==> src/rtl/cordic_ip_arbiter.sv <==
// cordic_ip_arbiter: round-robin share of one iterative CORDIC core between two
// sample requesters. Granted x/y pairs are upscaled to CORDIC_WIDTH with LSB
// zero padding, the core is started, and its result is returned with the
// channel id over a valid/ready result port.
// Optional feature macro: CORDIC_IP_TIMEOUT_EN (WAIT watchdog, sets res_err).
module cordic_ip_arbiter #(
    parameter int unsigned DATA_WIDTH     = 16,
    parameter int unsigned CORDIC_WIDTH   = 22,
    parameter int unsigned TIMEOUT_CYCLES = 64
) (
    input  logic                    clk,
    input  logic                    rst_n,
    input  logic                    req0_valid,
    output logic                    req0_ready,
    input  logic [DATA_WIDTH-1:0]   req0_x,
    input  logic [DATA_WIDTH-1:0]   req0_y,
    input  logic                    req1_valid,
    output logic                    req1_ready,
    input  logic [DATA_WIDTH-1:0]   req1_x,
    input  logic [DATA_WIDTH-1:0]   req1_y,
    output logic                    cordic_start,
    output logic [CORDIC_WIDTH-1:0] cordic_x,
    output logic [CORDIC_WIDTH-1:0] cordic_y,
    input  logic                    cordic_done,
    input  logic [CORDIC_WIDTH-1:0] cordic_xr,
    input  logic [CORDIC_WIDTH-1:0] cordic_yr,
    output logic                    res_valid,
    input  logic                    res_ready,
    output logic                    res_id,
    output logic [CORDIC_WIDTH-1:0] res_x,
    output logic [CORDIC_WIDTH-1:0] res_y,
    output logic                    res_err
);

    localparam int unsigned PAD_WIDTH = CORDIC_WIDTH - DATA_WIDTH;

    // Reject configurations the datapath cannot represent.
    if (CORDIC_WIDTH < DATA_WIDTH || TIMEOUT_CYCLES == 0) begin : g_bad_cfg
        $error("cordic_ip_arbiter: CORDIC_WIDTH must be >= DATA_WIDTH and TIMEOUT_CYCLES > 0");
    end

    typedef enum logic [1:0] {
        IDLE  = 2'd0,
        ISSUE = 2'd1,
        WAIT  = 2'd2,
        OUT   = 2'd3
    } state_t;

    state_t                state;
    logic                  last_grant;
    logic                  grant;
    logic                  any_valid;
    logic [DATA_WIDTH-1:0] sel_x;
    logic [DATA_WIDTH-1:0] sel_y;

`ifdef CORDIC_IP_TIMEOUT_EN
    localparam int unsigned CNT_WIDTH = $clog2(TIMEOUT_CYCLES + 1);
    logic [CNT_WIDTH-1:0] wait_cnt;
`endif

    // Round-robin grant and ready: a lone requester wins, a tie goes to the
    // channel that did not win last time; ready only while idle.
    always_comb begin
        any_valid  = req0_valid | req1_valid;
        grant      = (req0_valid && req1_valid) ? ~last_grant : req1_valid;
        sel_x      = grant ? req1_x : req0_x;
        sel_y      = grant ? req1_y : req0_y;
        req0_ready = (state == IDLE) && req0_valid && !grant;
        req1_ready = (state == IDLE) && req1_valid && grant;
    end

    // Transaction FSM with registered core and result outputs.
    always_ff @(posedge clk) begin
        if (!rst_n) begin
            state        <= IDLE;
            last_grant   <= 1'b1;
            cordic_start <= 1'b0;
            cordic_x     <= '0;
            cordic_y     <= '0;
            res_valid    <= 1'b0;
            res_id       <= 1'b0;
            res_x        <= '0;
            res_y        <= '0;
            res_err      <= 1'b0;
`ifdef CORDIC_IP_TIMEOUT_EN
            wait_cnt     <= '0;
`endif
        end else begin
            cordic_start <= 1'b0;
            case (state)
                IDLE: begin
                    if (any_valid) begin
                        cordic_x     <= CORDIC_WIDTH'(sel_x) << PAD_WIDTH;
                        cordic_y     <= CORDIC_WIDTH'(sel_y) << PAD_WIDTH;
                        res_id       <= grant;
                        last_grant   <= grant;
                        cordic_start <= 1'b1;
                        state        <= ISSUE;
                    end
                end
                ISSUE: begin
`ifdef CORDIC_IP_TIMEOUT_EN
                    wait_cnt <= '0;
`endif
                    state <= WAIT;
                end
                WAIT: begin
                    if (cordic_done) begin
                        res_x     <= cordic_xr;
                        res_y     <= cordic_yr;
                        res_err   <= 1'b0;
                        res_valid <= 1'b1;
                        state     <= OUT;
`ifdef CORDIC_IP_TIMEOUT_EN
                    end else if (wait_cnt == CNT_WIDTH'(TIMEOUT_CYCLES - 1)) begin
                        res_x     <= '0;
                        res_y     <= '0;
                        res_err   <= 1'b1;
                        res_valid <= 1'b1;
                        state     <= OUT;
                    end else begin
                        wait_cnt <= wait_cnt + CNT_WIDTH'(1);
`endif
                    end
                end
                OUT: begin
                    if (res_ready) begin
                        res_valid <= 1'b0;
                        state     <= IDLE;
                    end
                end
                default: state <= IDLE;
            endcase
        end
    end

endmodule

==> config.mk <==
export PLATFORM = sky130hd
export DESIGN_NAME = cordic_ip_arbiter
export DESIGN_NICKNAME = d
export VERILOG_FILES = /design/src/rtl/cordic_ip_arbiter.sv
export SDC_FILE = /design/constraint.sdc
export NUM_CORES = 1
export LEC_CHECK = 0
export BUFFER_PORTS_ARGS = -buffer_cell sky130_fd_sc_hd__buf_2
export CAP_MARGIN = 20
export CORE_ASPECT_RATIO = 1.2
export CORE_MARGIN = 4
export CORE_UTILIZATION = 45
export CTS_BUF_LIST = sky130_fd_sc_hd__clkbuf_4 sky130_fd_sc_hd__clkbuf_8
export DETAILED_ROUTE_END_ITERATION = 16
export GPL_ROUTABILITY_DRIVEN = 0
export PLACE_DENSITY = 0.88
export SYNTH_ARGS = -nofsm -noshare
export SYNTH_HDL_FRONTEND = slang
export SYNTH_SLANG_ARGS = --single-unit
export TNS_END_PERCENT = 5
==> constraint.sdc <==
create_clock -name clk -period 3.4 [get_ports clk]
set_input_delay 0 -clock clk [delete_from_list [all_inputs] [get_ports clk]]
set_output_delay 0 -clock clk [all_outputs]
set_load 0.01 [all_outputs]
==> results of run 1 <==
power breakdown:
part	internal, mW	switching, mW	total [mW]	leakage, nW
Sequential	1.17	0.120	1.29	0.671
Clock	0.382	0.360	0.742	0.102
Combinational	0.681	0.879	1.56	1.90
Total	2.23	1.36	3.59	2.68
synth_stat cells (2+ instances only):
cell        n
clkbuf_1   10
inv_1       4
buf_1       3
a21oi_1    79
a21oi_2    30
and3_1      2
nand2_1   124
o21ai_0    33
buf_4      13
nor2_1      3
nand2b_1    2
buf_6       7
ha_1        5
buf_2      12
dfxtp_1    82
mux2i_1     2
layer usage:
metal / routed length (µm) / track usage (%)
met5: 0 / 0
met4: 612 / 16.23
met3: 1616 / 8.003
met2: 6342 / 48.87
met1: 4850 / 32.76
sequential cells by signal (all words and copies together), names as in the netlist:
| signal | flops |
|---|---|
| state | 2 |
| res_x | 22 |
| cordic_y | 16 |
| cordic_start | 1 |
| res_valid | 1 |
| res_id | 1 |
| res_y | 22 |
| cordic_x | 16 |
| last_grant | 1 |
final cells by class:
class / count / area (µm²) / area share [%]
clock buffer: 11 / 151.4 / 2.689
clock inverter: 5 / 62.56 / 1.111
inverter: 4 / 15.01 / 0.2667
multi-input combinational: 303 / 1554 / 27.61
sequential: 82 / 1642 / 29.16
tap: 90 / 112.6 / 2.000
timing repair buffer: 307 / 2092 / 37.16
through the flow:
step / hold slack [ns] / power, mW
final: 0.04804 / 3.593
after global routing: 0.05587 / 3.803
after CTS: 0.01793 / 3.506
after detailed placement: 0.2197 / 2.497
after global placement: 0.2157 / 2.441
after floorplan: 0.1165 / 2.114
worst max-delay path: cells and delay by family (launching register included):
| kind | cells | cell delay (ns) |
|---|---|---|
| compound gates | 3 | 0.44 |
| fa+ha+maj | 1 | 0.29 |
| buf+inv | 3 | 1.04 |
| flops | 1 | 0.41 |
worst paths after layout:
path,from,end,depth (start not counted)
min,req1_valid,last_grant,3
min reg2reg,res_x[6],res_x[6],2
max,state[1],cordic_x[21],7
max reg2reg,state[1],cordic_x[21],7
logic make-up after synthesis:
group | Yosys count | synth area share [%]
AOI/OAI and AO/OA | 151 | 26.50
and+or+nand+nor | 132 | 14.72
DFF | 82 | 47.57
buffers and inverters | 49 | 8.702
adders and majority gates | 5 | 1.813
muxes | 2 | 0.5802
other | 1 | 0.1087
what timing repair did:
action / in CTS / in global routing
buffers inserted: 0 / 0
hold endpoints to repair: 77 / 0
resized for setup: 0 / 0
hold buffers: 109 / 0
==> metrics.txt, run 1 <==
status complete, no violations; first-pass GRT wire length roughly 21000 µm; DP HPWL 7056 µm; Mean Syn Cell Area a little over 8 µm²; worst skew pair latency 0.35 ns; dominant synthesized flop cell dfxtp_1; largest net degree at the start of global routing 45; wire length per cell 16.73 µm; Max-cap violations 0; Most common cell on crit path a21oi_1; Die ar. 0.009139 mm²; number of H-tree levels 3; share of cells above drive strength 1 between 30% and 40%; dpl cells 677; area grow syn2layout 63.13%; Leak 2.675 nW; die height 103.9 µm; vias in the first global route about 4400; Area contributors post-synth dfxtp_1 (48%), nand2_1 (13%), a21oi_1 (11%); crit share post-route between 60 and 70%; CP max stage delay just under 0.6 ns; DRC Markers 0; GRT Resource Usage Total 29.25%; Seq cells post-synth 82; setup_tns 0 ns; dpl cell area 0.004324 mm²; Cell Count, Final, Fillers Out 802; EDFF count, synth 0; CTS buffer count 9; Initial DRC Count 202; Nets slightly above 800; drt via density around 5.3; clock sinks 82; Synth warnings 0; share of the synthesized area in the top cell type between 40 and 50%; Mapped Cells 422; FILL cells 463; total global routing overflow 0; Worst VDD drop between 0.0004 and 0.0005 V; Port Buf Inserts approximately 190; clock root cell clkbuf_8; most common cell after layout, fill and taps aside buf_2; Vias about 4300; Crit path required time between 3 and 4 ns; CTS clk-pin slew, worst paths roughly 0.08 ns; R2R Setup Slk 1.17 ns; DRT Wirelength around 13000 µm; Synth async-reset ratio 0%; Mapped Area 0.003451 mm²; pre-CTS setup slack 1.687 ns; critical path type flop to flop; die width 87.94 µm; Core Region roughly 0.0074 mm²; Final Hold Fails 0; Final setup viols 0; Yosys cell types 27; I/O pins roughly 210; initial antenna violation count 0; CTS max path bufs 2; fmax roughly 450 MHz; worst hold path type input pin to flop; Setup crit start kind flop; ant diodes 0; cell taking the most area after synthesis dfxtp_1; Power Dens Cells 638.2 mW/mm²; Setup WS post-layout around 1.2 ns; worst path arrival time 2.52 ns; first-pass iteration count of the detailed router 5; CP endpoint kind flop; Core Util, Final 76.49%; CTS tree done; crit-path max FO 33; Worst Tran Pin Value 0.9185 ns; max-slew violation count 0; Worst Skew about 0.011 ns; Seq/Total Area, Yosys 47.57%; RSZ-0062 raised after global routing false; most frequent cells in the layout buf_2 (194), nand2_1 (124), dlygate4sd3_1 (109); Initial Utilization 46.89%; CP Cell Sequence inv_1, ha_1, o21ai_2, buf_4, a21oi_1, a21oi_1, dlygate4sd3_1; Final ANT Viol Nets 0; cell area after layout 0.005629 mm²; post-route minimum period 2.233 ns; std cell rows 34; Worst path slowest cell dlygate4sd3_1; Relative slew margins 38.62%
(Power assumes the default switching activity.)
==> run 2, diff against run 1 <==
- CORE_UTILIZATION: 45 -> 40
- PLACE_DENSITY: 0.88 -> 0.83
- clock period: 3.4 -> 1.81 ns (I/O delays scaled with it)
==> run 2 against run 1 <==
Clock power up 120%. Highest routed layer unchanged. Cell area up 2.4%. Final cell count up 3.7%. Largest cell class unchanged. Critical path depth down 1. Critical endpoint is now cordic_y[21]. Count of clock-buffer cells in the layout unchanged. Global-route usage down 2.9 points.
==> metrics.txt, run 2 (synthesized netlist as in run 1, its figures left out) <==
status complete, no violations; Setup crit start kind flop; critical path type flop to flop; Setup WS post-layout 0.1912 ns; worst path arrival time 1.88 ns; Flop pwr share 36.3%; Worst VDD drop 0.0008241 V; drt via density 5.120; Crit path required time 2.07 ns; most frequent cells in the layout buf_2 (194), nand2_1 (124), dlygate4sd3_1 (110); std cell rows 36; Final ANT Viol Nets 0; CTS tree done; I/O pins 208; largest net degree at the start of global routing 47; wire length per cell 16.70 µm; first-pass iteration count of the detailed router 5; biggest regs res_x x22, res_y x22; Nets between 800 and 900; Initial DRC Count 243; clock share of power 23.7%; vias in the first global route between 4000 and 5000; GRT Resource Usage Total roughly a quarter; Port Buf Inserts 194; share of cells above drive strength 1 35.24%; Power Dens Cells 1169 mW/mm²; CTS max path bufs 2; Max-cap violations 0; Design Power between 6 and 7 mW; crit-path max FO 25; die width about 93 µm; CP endpoint kind flop; Relative slew margins 66.66%; max-slew violation count 0; area grow syn2layout 67.08%; FILL cells 557; Core Region 0.008288 mm²; Leak 2.671 nW; Core Util, Final between 60% and 70%; DP HPWL between 7000 and 8000 µm; Die ar. roughly 0.01 mm²; crit share post-route roughly nine tenths; Psw 2.520 mW; worst hold path type input pin to flop; DRT Wirelength 13890 µm; Worst Skew 0.01740 ns; Worst Tran Pin Value between 0.4 and 0.5 ns; total global routing overflow 0; most common cell after layout, fill and taps aside buf_2; Final setup viols 0; initial antenna violation count 0; worst skew pair latency 0.36 ns; setup_tns 0 ns; number of H-tree levels 3; CTS clk-pin slew, worst paths roughly 0.090 ns; die height 109.7 µm; first-pass GRT wire length between 20000 and 25000 µm; Sw Ratio a little under two fifths; pre-CTS setup slack 0.2762 ns; combinational power share 40.0%; Final Hold Fails 0; Internal Power 4.218 mW; Hold WS 0.03580 ns; post-route minimum period approximately 1.6 ns; fmax 617.8 MHz; CTS buffer count 9; Vias 4260; RSZ-0062 raised after global routing false; DRC Markers 0; Initial Utilization 41.64%; clock sinks 82; clock root cell clkbuf_8
==> run 2: metal layers <==
layer	wire length, µm	global-route usage (%)	part of all wire, %
met1	4871	26.68	35
met2	6992	46.94	50
met3	1518	8.624	11
met4	510	16.13	3.7
met5	0	0	0
==> run 2: repair_timing <==
item	4_1_cts	5_1_grt
setup buffers	0	0
endpoints found under the hold margin	78	0
hold buffers	110	0
resized for setup	0	2
endpoints found under the setup margin	0	2
==> run 2: layout make-up <==
class | count | area [µm²] | area share (%)
clock buffer | 11 | 138.9 | 2.409
timing repair buffer | 310 | 2155 | 37.37
tap | 114 | 142.6 | 2.474
multi-input combinational | 303 | 1563 | 27.11
clock inverter | 5 | 102.6 | 1.780
antenna | 3 | 7.507 | 0.1302
inverter | 4 | 15.01 | 0.2604
sequential | 82 | 1642 | 28.47
==> run 2: through the flow <==
stage | instances | instance area (µm²)
2_1_floorplan | 434 | 3496
3_3_place_gp | 703 | 4407
3_5_place_dp | 703 | 4407
4_1_cts | 829 | 5749
5_1_grt | 829 | 5758
6_report | 832 | 5766
==> run 2: worst paths after layout <==
path	cells after the start	start	slack [ns]	endpoint
worst max register to register	6	state[1]	0.19	cordic_y[21]
worst max-delay path	6	state[1]	0.19	cordic_y[21]
worst min-delay path	3	cordic_done	0.04	res_valid
worst min register to register	2	res_y[2]	0.45	res_y[2]
==> run 2: worst max-delay path, stage by stage, from the launching register on <==
cell and delay (ns):
dfxtp_1 0.43, inv_1 0.10, ha_2 0.23, o21ai_2 0.22, buf_12 0.24, a21oi_1 0.07
a21oi_1 0.22
==> run 2: power groups by stage <==
stage	clock [mW]	combinational (mW)	sequential [mW]
floorplan	0	1.38	2.59
global placement	0	2.24	2.42
detailed placement	0	2.31	2.43
CTS	1.63	2.50	2.40
global route	1.68	2.90	2.48
finish	1.60	2.69	2.45
==> run 3, diff against run 2 <==
- CELL_PAD_IN_SITES_DETAIL_PLACEMENT: unset -> 0
- CELL_PAD_IN_SITES_GLOBAL_PLACEMENT: unset -> 1
- CORE_UTILIZATION: 40 -> 28
- PLACE_DENSITY: 0.83 -> 0.84
==> run 3 against run 2 <==
Non-clock buffer count is 1 higher. Register-to-register slack better by 0.02 ns. Count of clock-buffer cells in the layout is 1 higher. Utilization is 22 points lower. Global-route usage is 10 points lower. Die area is 39% higher. Critical path type unchanged.
==> metrics.txt, run 3 (synthesized netlist as in run 1, its figures left out) <==
status complete, no violations; CTS buffer count 9; Flop pwr share a little under two fifths; CTS clk-pin slew, worst paths 0.08 ns; Psw 2.331 mW; Worst Skew 0.007573 ns; dpl cells between 700 and 800; crit-path max FO 24; Final Hold Fails 0; Core Util, Final 47.73%; post-route minimum period 1.599 ns; Internal Power 3.982 mW; CTS max path bufs 2; ant diodes 0; DP HPWL around 7500 µm; clock root cell clkbuf_8; setup_tns 0 ns; critical path type flop to flop; Highest Signal Layer met4; Die ar. 0.01417 mm²; drt via density 4.499; initial antenna violation count 0; die width 109.3 µm; CTS-repair resized insts 0; met3 wire length about 960 µm; Final ANT Viol Nets 0; combinational power share 40.1%; biggest regs res_x x22, res_y x22; met2 WL post-DR 6053 µm; vias in the first global route 3890; clock share of power between 20% and 30%; first-pass iteration count of the detailed router 4; std cell rows 44; Worst Tran Pin Value roughly 0.56 ns; Worst path slowest cell dfxtp_1; Worst VDD drop 0.0005343 V; Sw Ratio 36.93%; CP endpoint kind flop; largest net degree at the start of global routing 45; most common cell after layout, fill and taps aside buf_2; I/O pins between 200 and 250; Initial Utilization around 28%; crit share post-route roughly 88%; area grow syn2layout 67.51%; worst hold path type input pin to flop; CP top delay family compound AO/OA/AOI/OAI gates; CP max stage delay 0.33 ns; Crit path required time 2.04 ns; clock sinks 82; max-slew violation count 0; share of cells above drive strength 1 35.34%; CP Cell Sequence inv_1, ha_1, o21ai_2, buf_12, a21oi_1, a21oi_2; RSZ-0062 raised after global routing false; Power Dens Cells about 1100 mW/mm²; Leak 2.659 nW; fmax 625.4 MHz; worst path arrival time between 1.5 and 2 ns; total global routing overflow 0; die height 129.6 µm; wire length per cell ~14 µm; first-pass GRT wire length 18130 µm; CTS tree done; Relative slew margins roughly 63%; Core Region 0.01211 mm²; Setup WS post-layout 0.2111 ns; Nets 830; most frequent cells in the layout buf_2 (194), nand2_1 (124), dlygate4sd3_1 (109); pre-CTS setup slack approximately 0.25 ns; Cell Count, Final, Fillers Out approximately 880; DRC Markers 0; number of H-tree levels 3; worst skew pair latency 0.35 ns; GRT Resource Usage Total between 10% and 20%; Final setup viols 0; Vias 3946; Max-cap violations 0; Setup crit start kind flop; Port Buf Inserts approximately 190; wire length on met1 4563 µm; Initial DRC Count 181; DRT Wirelength 12040 µm; Critical path buffers and inverters 2
run 3: cell types whose count changed in the layout (fill, tap and decap cells not counted), moves of 2 or more:
cell | before | now
diode_2 | 3 | 0
buf_4 | 3 | 5
bufinv_16 | 3 | 1
clkbuf_8 | 9 | 11
run 3: cell type report:
cell class	count	area [µm²]
inverter	4	15.01
clock buffer	12	158.9
timing repair buffer	311	2160
sequential	82	1642
clock inverter	4	50.05
fill	1127	6331
multi-input combinational	303	1554
tap	161	201.4
run 3: timing repair:
action / in CTS / in global routing
endpoints found under the hold margin: 77 / 0
buffers inserted: 0 / 0
hold buffers: 109 / 0
run 3: worst paths after layout:
path / from / endpoint / slack [ns] / cells past startpoint
min reg2reg: res_y[11] / res_y[11] / 0.45 / 2
max reg2reg: state[0] / cordic_y[9] / 0.21 / 6
max: state[0] / cordic_y[9] / 0.21 / 6
min: cordic_done / res_valid / 0.04 / 3
run 3: stage by stage:
stage                     power, mW  hold WS [ns]  cell area, µm²
after floorplan               3.971        0.1165            3496
after global placement        4.702        0.2166            4481
after detailed placement      4.782        0.2388            4481
after CTS                     6.382       0.01632            5781
after global routing          6.755       0.04645            5781
final                         6.313       0.04419            5781
run 3: metal layers:
layer / global-route usage [%] / vias to the layer above
li1: - / 1950
met1: 16.81 / 1776
met2: 28.85 / 181
met3: 4.235 / 39
met4: 9.538 / 0
met5: 0 / -
run 3: worst min-delay path, delay by kind of cell:
family                 cells  cell delay (ns)
AOI/OAI and AO/OA          1             0.10
buffers and inverters      1             0.09
and+or+nand+nor            1             0.14
run 3: power groups by stage:
| stage | Combinational, mW | Clock (mW) | Sequential, mW |
|---|---|---|---|
| final | 2.53 | 1.38 | 2.40 |
| after global routing | 2.80 | 1.50 | 2.45 |
| after CTS | 2.52 | 1.45 | 2.41 |
| after detailed placement | 2.34 | 0 | 2.44 |
| after global placement | 2.28 | 0 | 2.43 |
| after floorplan | 1.38 | 0 | 2.59 |
